**config.mk**
```make
export PLATFORM = sky130hd
export DESIGN_NAME = sba_dbg_master
export DESIGN_NICKNAME = d
export VERILOG_FILES = /design/src/rtl/sba_dbg_master.sv
export SDC_FILE = /design/constraint.sdc
export NUM_CORES = 1
export LEC_CHECK = 0
export CAP_MARGIN = 0
export CORE_UTILIZATION = 45
export DETAILED_ROUTE_END_ITERATION = 10
export PLACE_DENSITY_LB_ADDON = 0.12
export SLEW_MARGIN = 40
export SYNTH_ARGS = -nofsm -noshare
export SYNTH_HDL_FRONTEND = slang
export SYNTH_SLANG_ARGS = --single-unit
```
**constraint.sdc**
```tcl
create_clock -name i_clk -period 1.6 [get_ports i_clk]
set_input_delay 0.32 -clock i_clk [delete_from_list [all_inputs] [get_ports i_clk]]
set_output_delay 0.32 -clock i_clk [all_outputs]
set_load 0.02 [all_outputs]
```
**src/rtl/sba_dbg_master.sv**
```systemverilog
// rtl/sba_dbg_master.sv - byte-stream command decoder driving single SBA bus transactions
module sba_dbg_master #(
  parameter int TIMEOUT = 1024
) (
  input  logic        i_clk,
  input  logic        i_rst_n,
  input  logic [7:0]  i_rx_dat,
  input  logic        i_rx_valid,
  output logic [7:0]  o_tx_dat,
  output logic        o_tx_valid,
  input  logic        i_tx_ready,
  output logic [15:0] o_addr,
  output logic        o_stb,
  output logic [3:0]  o_we,
  output logic [31:0] o_dat_w,
  input  logic        i_ack,
  input  logic [31:0] i_dat_r,
  output logic        o_busy
);

  // TIMEOUT=0 still needs a one-bit counter so the declarations stay legal.
  localparam int              CW      = (TIMEOUT > 0) ? $clog2(TIMEOUT + 1) : 1;
  localparam bit              TO_EN   = (TIMEOUT > 0);
  localparam logic [CW-1:0]   TO_LAST = (TIMEOUT > 0) ? CW'(TIMEOUT - 1) : '0;

  localparam logic [7:0] CMD_RD  = 8'h52;
  localparam logic [7:0] CMD_WR  = 8'h57;
  localparam logic [7:0] RSP_OK  = 8'h4B;
  localparam logic [7:0] RSP_ERR = 8'h45;

  typedef enum logic [2:0] {
    S_IDLE,
    S_ADDR,
    S_DATA,
    S_BUS,
    S_RESP
  } state_t;

  state_t        state, state_d;
  logic          is_wr, is_wr_d;
  // Byte index while collecting ADDR/DATA; bytes still to send after the current one in RESP.
  logic [1:0]    cnt, cnt_d;
  logic [CW-1:0] to_cnt, to_cnt_d;
  // Remaining read-data bytes queued behind o_tx_dat, next byte in the top slot.
  logic [23:0]   resp_sr, resp_sr_d;

  logic [7:0]    tx_dat_d;
  logic          tx_valid_d;
  logic [15:0]   addr_d;
  logic          stb_d;
  logic [3:0]    we_d;
  logic [31:0]   dat_w_d;
  logic          busy_d;

  // State and every output register; reset drops strobe and response immediately.
  always_ff @(posedge i_clk or negedge i_rst_n) begin
    if (!i_rst_n) begin
      state      <= S_IDLE;
      is_wr      <= 1'b0;
      cnt        <= 2'd0;
      to_cnt     <= '0;
      resp_sr    <= 24'h0;
      o_tx_dat   <= 8'h00;
      o_tx_valid <= 1'b0;
      o_addr     <= 16'h0;
      o_stb      <= 1'b0;
      o_we       <= 4'h0;
      o_dat_w    <= 32'h0;
      o_busy     <= 1'b0;
    end else begin
      state      <= state_d;
      is_wr      <= is_wr_d;
      cnt        <= cnt_d;
      to_cnt     <= to_cnt_d;
      resp_sr    <= resp_sr_d;
      o_tx_dat   <= tx_dat_d;
      o_tx_valid <= tx_valid_d;
      o_addr     <= addr_d;
      o_stb      <= stb_d;
      o_we       <= we_d;
      o_dat_w    <= dat_w_d;
      o_busy     <= busy_d;
    end
  end

  // Next-state and next-output decode; all registers hold unless a case below moves them.
  always_comb begin
    state_d    = state;
    is_wr_d    = is_wr;
    cnt_d      = cnt;
    to_cnt_d   = to_cnt;
    resp_sr_d  = resp_sr;
    tx_dat_d   = o_tx_dat;
    tx_valid_d = o_tx_valid;
    addr_d     = o_addr;
    stb_d      = o_stb;
    we_d       = o_we;
    dat_w_d    = o_dat_w;

    case (state)
      S_IDLE: begin
        if (i_rx_valid && (i_rx_dat == CMD_RD || i_rx_dat == CMD_WR)) begin
          is_wr_d = (i_rx_dat == CMD_WR);
          cnt_d   = 2'd0;
          state_d = S_ADDR;
        end
      end

      S_ADDR: begin
        if (i_rx_valid) begin
          addr_d = {o_addr[7:0], i_rx_dat};
          if (cnt == 2'd1) begin
            cnt_d = 2'd0;
            if (is_wr) begin
              state_d = S_DATA;
            end else begin
              state_d  = S_BUS;
              stb_d    = 1'b1;
              we_d     = 4'h0;
              to_cnt_d = '0;
            end
          end else begin
            cnt_d = cnt + 2'd1;
          end
        end
      end

      S_DATA: begin
        if (i_rx_valid) begin
          dat_w_d = {o_dat_w[23:0], i_rx_dat};
          if (cnt == 2'd3) begin
            cnt_d    = 2'd0;
            state_d  = S_BUS;
            stb_d    = 1'b1;
            we_d     = 4'hF;
            to_cnt_d = '0;
          end else begin
            cnt_d = cnt + 2'd1;
          end
        end
      end

      S_BUS: begin
        // An ack on the last permitted cycle still wins over the timeout.
        if (i_ack) begin
          stb_d      = 1'b0;
          we_d       = 4'h0;
          state_d    = S_RESP;
          tx_valid_d = 1'b1;
          if (is_wr) begin
            tx_dat_d = RSP_OK;
            cnt_d    = 2'd0;
          end else begin
            tx_dat_d  = i_dat_r[31:24];
            resp_sr_d = i_dat_r[23:0];
            cnt_d     = 2'd3;
          end
        end else if (TO_EN && to_cnt == TO_LAST) begin
          stb_d      = 1'b0;
          we_d       = 4'h0;
          state_d    = S_RESP;
          tx_valid_d = 1'b1;
          tx_dat_d   = RSP_ERR;
          cnt_d      = 2'd0;
        end else begin
          to_cnt_d = to_cnt + CW'(1);
        end
      end

      S_RESP: begin
        if (o_tx_valid && i_tx_ready) begin
          if (cnt == 2'd0) begin
            tx_valid_d = 1'b0;
            state_d    = S_IDLE;
          end else begin
            tx_dat_d  = resp_sr[23:16];
            resp_sr_d = {resp_sr[15:0], 8'h00};
            cnt_d     = cnt - 2'd1;
          end
        end
      end

      default: begin
        state_d = S_IDLE;
      end
    endcase

    busy_d = (state_d != S_IDLE);
  end

endmodule

```
==> tab_implementation.tex, run 1 <==
\begin{tabular}{lr}
\hline
Metric & Value \\
\hline
\multicolumn{2}{l}{\textbf{Timing}} \\
Sum of negative setup slack & -15030 ps \\
Fraction of the cycle the final worst path needs & 1.19 \\
Final-report max-slew violation count & 0 \\
Setup violation total in the final timing report & 79 \\
Actual slew at the worst max-slew pin & 378 ps \\
Largest clock skew in the final design & 10.9 ps \\
Number of failing hold endpoints at the final stage & 0 \\
Relative slew slack & 0.748 \\
Setup repair after global routing missed its margin & yes \\
Final critical-path required period & 1910 ps \\
Max Clk Rate & around 520 MHz \\
Final worst setup slack & -307 ps \\
\multicolumn{2}{l}{\textbf{Die}} \\
Std cell rows & 36 \\
Initial cell density of the core & 0.463 \\
Area of the placeable core & $\sim$0.0098 mm\^{}2 \\
Y dimension of the die & $\sim$100 um \\
Floorplan die width & between 100 and 150 um \\
Full die area & 0.0105 mm\^{}2 \\
I/O pin cnt & 108 \\
\multicolumn{2}{l}{\textbf{Clock network}} \\
Number of sinks driven by the clock tree & 101 \\
Clock input transition at the sequential cells of the worst setup and hold paths & 90 ps \\
H-tree levels & 3 \\
Clock insertion delay at the later pin of the skew report & 370 ps \\
CTS Buffer Depth & 2 \\
Number of buffers created by CTS & 9 \\
Clock tree from TritonCTS & done \\
Clock Root Buffer & clkbuf\_8 \\
\multicolumn{2}{l}{\textbf{Place}} \\
Routability cong. & approximately 0.88 \\
Dpl ws & -637 ps \\
Port buffer count & 107 \\
Half-perimeter wire length after placement & 7660 um \\
Cell total after placement & 687 \\
\multicolumn{2}{l}{\textbf{Synth}} \\
Number of cells produced by synthesis & 403 \\
Share of flip-flops with an asynchronous set or reset after synthesis & 1.00 \\
Average size of a mapped cell & approximately 11 um\^{}2 \\
Compound-Gate Fraction of Synth Area & 0.116 \\
Warnings from Yosys & 0 \\
Dominant register cell in the synthesized netlist & dfrtp\_1 \\
Post-Synth Adder-Cell Area & 0.0138 \\
Xor and xnor area share after synthesis & 0.00775 \\
Part of the Yosys area used for sequential elements & 0.559 \\
Syn Nets & 453 \\
Mux contribution to synthesized area & 0.124 \\
Count of flip-flops with a built-in enable after synthesis & 0 \\
Count of different cell masters after synthesis & 46 \\
Netlist Area Pre-Place & 0.00452 mm\^{}2 \\
Flip-flop and latch count after synthesis & slightly above 100 \\
Dominant combinational cell family by area after synthesis & simple AND/OR/NAND/NOR gates \\
Simple-gate portion of the synthesized area & 0.145 \\
\multicolumn{2}{l}{\textbf{Critical path}} \\
CP delay by family, top & compound AO/OA/AOI/OAI gates \\
Startpoint kind of the worst setup timing path & flip-flop \\
Crit path cell chain & buf\_4, ha\_4, nand4b\_1, o211ai\_4, buf\_6, o211ai\_1, or3\_1, a21oi\_2 \\
R2R Setup Slk & -310 ps \\
Largest fanout of any net on the critical path & 5 \\
Worst endpoint required time & 1900 ps \\
Data arrival time of the critical path & 2200 ps \\
Endpoint class of the critical path & flip-flop \\
Kind of critical path & reg2reg \\
Slowest CP cell & dfrtp\_1 \\
Worst Path Buf+Inv & 2 \\
Largest incremental delay on the critical path & 360 ps \\
\multicolumn{2}{l}{\textbf{Detailed routing}} \\
Per-cell via count in the routed design & 5.37 \\
Wire per inst & 18.5 um \\
Initial detailed-routing violation count & 211 \\
Pre-Repair DR Iteration Count & 4 \\
Sum of routed wire length over all layers & 13800 um \\
Post-route DRC violation count & 0 \\
Residual antenna-violating net count after detailed routing & 0 \\
Overall via count from detail\_route & approximately 4.0k \\
\multicolumn{2}{l}{\textbf{Cells and area}} \\
Final standard cell count with taps included and fillers excluded & 742 \\
Layout overhead on the synthesized area & 65.7\% \\
Net count reported at finish & 655 \\
Fraction of the core area covered by cells at the end of the flow & 0.767 \\
Highest-count cells in the layout ignoring fill and taps & dfrtp\_1, buf\_4, dlygate4sd2\_1 \\
Inserted Diodes & 0 \\
Fraction of layout cells with a size suffix above 1 & 0.388 \\
Leading cell type in the layout, fill and taps excluded & dfrtp\_1 \\
\multicolumn{2}{l}{\textbf{Status}} \\
Run status & finished with violations \\
Failing checks & setup timing \\
\multicolumn{2}{l}{\textbf{Global route}} \\
Number of global-route vias before repair & just over 4k \\
First-pass GRT wire length & 20200 um \\
Maximum number of pins on one net before global-route repair & 68 \\
Grt total ovfl & 0 \\
Tot GR Track Use & 0.256 \\
Number of antenna violations at the first check in global routing & 0 \\
\multicolumn{2}{l}{\textbf{Job}} \\
Max-Cap Viols & 0 \\
\multicolumn{2}{l}{\textbf{Min path}} \\
Type of the worst min-delay path & in2async \\
\multicolumn{2}{l}{\textbf{Power and ir drop}} \\
Max rail drop VDD & 0.000587 V \\
Total power per unit cell area & 1090 mW/mm\^{}2 \\
Static leakage power & 3.64 nW \\
\hline
\end{tabular}
## logic make-up (layout without fill, tap and decap cells)
kind of cell | Yosys count | after routing
AO/OA/AOI/OAI | 80 | 81
XOR/XNOR | 4 | 4
adder cells (fa/ha/maj) | 5 | 5
buffers and inverters | 32 | 237
flip-flops | 101 | 101
multiplexers | 50 | 50
AND/OR/NAND/NOR | 131 | 131
## flip-flops by register name (all words and copies together) (netlist names)
signal      flops
o_tx_valid      1
to_cnt         11
o_we            1
o_busy          1
o_tx_dat        8
o_stb           1
o_dat_w        32
resp_sr        24
o_addr         16
cnt             2
is_wr           1
state           3
## synth_stat cells (3+ instances only)
cell,n,share of area
nand2_1,54,0.045
clkbuf_1,8,0.0066
nand4b_1,3,0.0058
nand4_1,5,0.0069
nand2b_1,4,0.0055
nor2_1,27,0.022
or2_2,3,0.0042
buf_4,6,0.010
and3_1,6,0.0083
o21ai_0,23,0.025
a22o_1,9,0.017
buf_2,10,0.011
nand3_1,6,0.0066
inv_1,8,0.0066
nor4bb_1,3,0.0066
and2_1,3,0.0042
o211ai_1,4,0.0066
or3_1,7,0.0097
ha_1,5,0.014
dfrtp_1,101,0.56
mux2_2,49,0.12
a21oi_1,11,0.012
a31oi_1,17,0.024
## cell type report
type	instances	area [um^2]
clock inverter	2	38.8
multi-input combinational	271	2480
timing repair buffer	214	2070
tap	133	166
clock buffer	13	179
inverter	8	30.0
sequential	101	2530
fill	634	2280
## path summary, 6_finish.rpt
check	start	end	depth (start not counted)
min in group i_clk	o_tx_dat[4]	o_tx_dat[4]	2
max in group asynchronous	i_rst_n	o_dat_w[17]	3
hold reg to reg	o_tx_dat[4]	o_tx_dat[4]	2
setup reg to reg	cnt[0]	to_cnt[8]	8
setup / recovery	cnt[0]	to_cnt[8]	8
hold / removal	i_rst_n	to_cnt[7]	3
## power breakdown
group | internal [W] | total [W] | switching, W
clock | 0.000893 | 0.00177 | 0.000872
combinational | 0.00159 | 0.00325 | 0.00167
sequential | 0.00293 | 0.00319 | 0.000259
## timing repair
action                                  in CTS  in global routing
endpoints found under the setup margin     154                101
gates resized for setup                    145                 57
cloned                                       7                  1
hold buffers                                 1                  0
buffers inserted                            24                 10
hold endpoints to repair                   101                  0
pin swaps                                   32                 21
## layer usage
metal  global-route usage  wire length [um]
met2                0.434              6970
met3               0.0581               734
met5                    0                 0
met4                0.111               371
met1                0.314              5680
## tightest hold or removal path: stages
cell and delay (ps):
dlygate4sd3_1 530, buf_4 140, buf_12 210
## metrics by stage
step,hold WS (ps),total power [W],cell area [um^2]
2_1_floorplan,24.4,0.00439,4670
3_3_place_gp,314,0.00524,6320
3_5_place_dp,314,0.00531,6320
4_1_cts,458,0.00761,7120
5_1_grt,477,0.00859,7490
6_report,454,0.00820,7490
No activity file was read; power rests on OpenSTA's default activity.
==> run 2, diff against run 1 <==
--- a/config.mk
+++ b/config.mk
@@ -6,6 +6,7 @@
 export NUM_CORES = 1
 export LEC_CHECK = 0
 export CAP_MARGIN = 0
+export CORE_MARGIN = 2
 export CORE_UTILIZATION = 45
 export DETAILED_ROUTE_END_ITERATION = 10
 export PLACE_DENSITY_LB_ADDON = 0.12
==> tab_implementation.tex, run 2 (same netlist as run 1, synthesis figures left out) <==
\begin{tabular}{lr}
\hline
Metric & Value \\
\hline
\multicolumn{2}{l}{\textbf{Global route}} \\
Grt total ovfl & 0 (unchanged) \\
Number of global-route vias before repair & 4101 (-0.097\%) \\
First-pass GRT wire length & 20800 um (+2.8\%) \\
Number of antenna violations at the first check in global routing & 0 (unchanged) \\
Tot GR Track Use & 0.239 (-0.0165) \\
Maximum number of pins on one net before global-route repair & 39 (-43\%) \\
\multicolumn{2}{l}{\textbf{Cells and area}} \\
Highest-count cells in the layout ignoring fill and taps & dfrtp\_1, buf\_4, dlygate4sd2\_1 \\
Largest register by flop count & o\_dat\_w \\
Fill cells & 633 (-0.16\%) \\
Number of flip-flops under the largest register name & 32 (unchanged) \\
Largest registers & o\_dat\_w (32), resp\_sr (24), o\_addr (16) \\
Inserted Diodes & 0 (unchanged) \\
Layout overhead on the synthesized area & 67.0\% \\
Leading cell type in the layout, fill and taps excluded & dfrtp\_1 \\
Net count reported at finish & 657 (+0.31\%) \\
Fraction of layout cells with a size suffix above 1 & 0.395 (+0.00790) \\
Area of all placed cells without fillers & 0.00755 mm\^{}2 (+0.75\%) \\
\multicolumn{2}{l}{\textbf{Die}} \\
Area of the placeable core & 0.00977 mm\^{}2 (unchanged) \\
Y dimension of the die & 104 um (+2.0\%) \\
Floorplan die width & 104 um (+2.0\%) \\
Full die area & 0.0109 mm\^{}2 (+4.0\%) \\
Std cell rows & 36 (unchanged) \\
Initial cell density of the core & 0.463 (unchanged) \\
I/O pin cnt & 108 (unchanged) \\
\multicolumn{2}{l}{\textbf{Timing}} \\
Setup repair after global routing missed its margin & yes \\
Actual slew at the worst max-slew pin & 389 ps (+10.9 ps) \\
Final critical-path required period & 1900 ps (-4.98 ps) \\
Final-report max-slew violation count & 0 (unchanged) \\
Relative slew slack & 0.741 (-0.00729) \\
Sum of negative setup slack & -12060 ps (+2970 ps) \\
Largest clock skew in the final design & 20.8 ps (+9.93 ps) \\
Setup violation total in the final timing report & 97 (+23\%) \\
Final worst setup slack & -302 ps (+4.98 ps) \\
Number of failing hold endpoints at the final stage & 0 (unchanged) \\
Fraction of the cycle the final worst path needs & 1.19 (-0.00311) \\
Max Clk Rate & 526 MHz (+0.26\%) \\
\multicolumn{2}{l}{\textbf{Clock network}} \\
Number of buffers created by CTS & 9 (unchanged) \\
H-tree levels & 3 (unchanged) \\
Clock Root Buffer & clkbuf\_8 \\
Number of sinks driven by the clock tree & 101 (unchanged) \\
Clock tree from TritonCTS & done \\
Clock insertion delay at the later pin of the skew report & 390 ps (+20 ps) \\
Clock input transition at the sequential cells of the worst setup and hold paths & 110 ps (+20 ps) \\
CTS Buffer Depth & 2 (unchanged) \\
\multicolumn{2}{l}{\textbf{Power and ir drop}} \\
Switching share of power & 0.368 (+0.0266) \\
Relative contribution of sequential cells to total power & 0.385 (-0.004) \\
Total internal power & 0.00522 W (-3.4\%) \\
Logic gate share of total power & 0.407 (+0.011) \\
Total power per unit cell area & 1090 mW/mm\^{}2 (about the same) \\
Power share of the clock group & 0.208 (-0.007) \\
Max rail drop VDD & 0.000727 V (+24\%) \\
Psw & 0.00304 W (+8.6\%) \\
Static leakage power & 3.65 nW (+0.48\%) \\
\multicolumn{2}{l}{\textbf{Place}} \\
Placed inst area & 0.00635 mm\^{}2 (+0.48\%) \\
Half-perimeter wire length after placement & 8170 um (+6.7\%) \\
Dpl ws & -614 ps (+22.8 ps) \\
Port buffer count & 107 (unchanged) \\
Routability cong. & 0.810 (-7.5\%) \\
\multicolumn{2}{l}{\textbf{Critical path}} \\
Endpoint of the lowest-slack register-to-register path & o\_busy \\
Worst Reg2Reg Path Length in Cells & 9 (+1) \\
Largest fanout of any net on the critical path & 3 (-2) \\
Data arrival time of the critical path & 2160 ps (-40 ps) \\
R2R Setup Slk & -300 ps (about the same) \\
Kind of critical path & reg2reg \\
Worst endpoint required time & 1860 ps (-40 ps) \\
Reg2reg start & to\_cnt[1] \\
Endpoint class of the critical path & flip-flop \\
Startpoint kind of the worst setup timing path & flip-flop \\
\multicolumn{2}{l}{\textbf{Status}} \\
Run status & finished with violations \\
Failing checks & setup timing \\
\multicolumn{2}{l}{\textbf{Detailed routing}} \\
Residual antenna-violating net count after detailed routing & 0 (unchanged) \\
Overall via count from detail\_route & 3995 (+0.33\%) \\
Initial detailed-routing violation count & 191 (-9.5\%) \\
Sum of routed wire length over all layers & 13700 um (-0.65\%) \\
Post-route DRC violation count & 0 (unchanged) \\
Wire per inst & 18.3 um (-1.0\%) \\
Pre-Repair DR Iteration Count & 5 (+1) \\
Per-cell via count in the routed design & 5.36 (about the same) \\
\multicolumn{2}{l}{\textbf{Min path}} \\
Type of the worst min-delay path & in2async \\
\multicolumn{2}{l}{\textbf{Job}} \\
Max-Cap Viols & 0 (unchanged) \\
\hline
\end{tabular}
run 2: cell count changes in the layout (fill, tap and decap cells not counted), moves of 2 or more:
cell | previous run | this run
a31oi_1 | 5 | 3
a31oi_4 | 12 | 14
buf_12 | 9 | 5
buf_4 | 77 | 75
buf_6 | 15 | 23
clkbuf_8 | 13 | 9
clkinv_8 | 0 | 3
inv_8 | 0 | 2
o21ai_0 | 10 | 14
o21ai_2 | 5 | 0
or3_1 | 7 | 5
or3_4 | 0 | 2
run 2: critical path, cell delays in order, from the launching register on:
cell and delay, ps:
dfrtp_1 410, ha_2 210, nand4b_1 130, buf_4 160, buf_6 100, nor4_4 30, buf_6 140, nor2_2 110
nand2_1 100, or3b_4 400
run 2: power groups by stage:
stage	Sequential, W	Clock (W)	Combinational [W]
4_1_cts	0.00315	0.00172	0.00266
2_1_floorplan	0.00330	0	0.00109
3_5_place_dp	0.00319	0	0.00215
5_1_grt	0.00323	0.00184	0.00358
3_3_place_gp	0.00316	0	0.00208
6_report	0.00318	0.00172	0.00336
run 2: repair_timing:
item,4_1_cts,5_1_grt
hold buffers,1,0
gates cloned,6,2
gates resized for setup,151,52
hold endpoints to repair,16,0
pin swaps,24,28
endpoints found under the setup margin,161,100
setup buffers,23,9
run 2: how the worst max path moves through the flow:
stage | start | end | slack [ps] | cells past startpoint
floorplan | cnt[1] | to_cnt[9] | -150 | 7
global placement | i_rx_valid | to_cnt[9] | -520 | 6
detailed placement | i_rx_valid | to_cnt[5] | -610 | 6
CTS | cnt[1] | to_cnt[7] | -310 | 7
global route | cnt[1] | to_cnt[7] | -370 | 7
finish | to_cnt[1] | o_busy | -300 | 9
run 2: cell type report:
cell class                      count  area, um^2  share of cell area
Multi-Input combinational cell    271        2540               0.336
Sequential cell                   101        2530               0.335
Timing Repair Buffer              216        2070               0.275
Tap cell                          133         166              0.0220
Clock buffer                        9         124              0.0164
Clock inverter                      7        88.8              0.0118
Inverter                            8        30.0             0.00398
run 2: through the flow:
step | instances | total power [W] | hold slack (ps) | utilization
6_report | 745 | 0.00826 | 368 | 0.773
4_1_cts | 736 | 0.00753 | 371 | 0.733
2_1_floorplan | 403 | 0.00439 | 24.4 | -
5_1_grt | 745 | 0.00864 | 375 | 0.773
3_5_place_dp | 691 | 0.00534 | 226 | 0.650
3_3_place_gp | 691 | 0.00525 | 224 | 0.650
run 2: layer usage:
metal  share of wire  GRT usage  wire (um)
met5               0          0          0
met4           0.015     0.0569        204
met3           0.058     0.0620        794
met2            0.51      0.410       7010
met1            0.41      0.305       5660
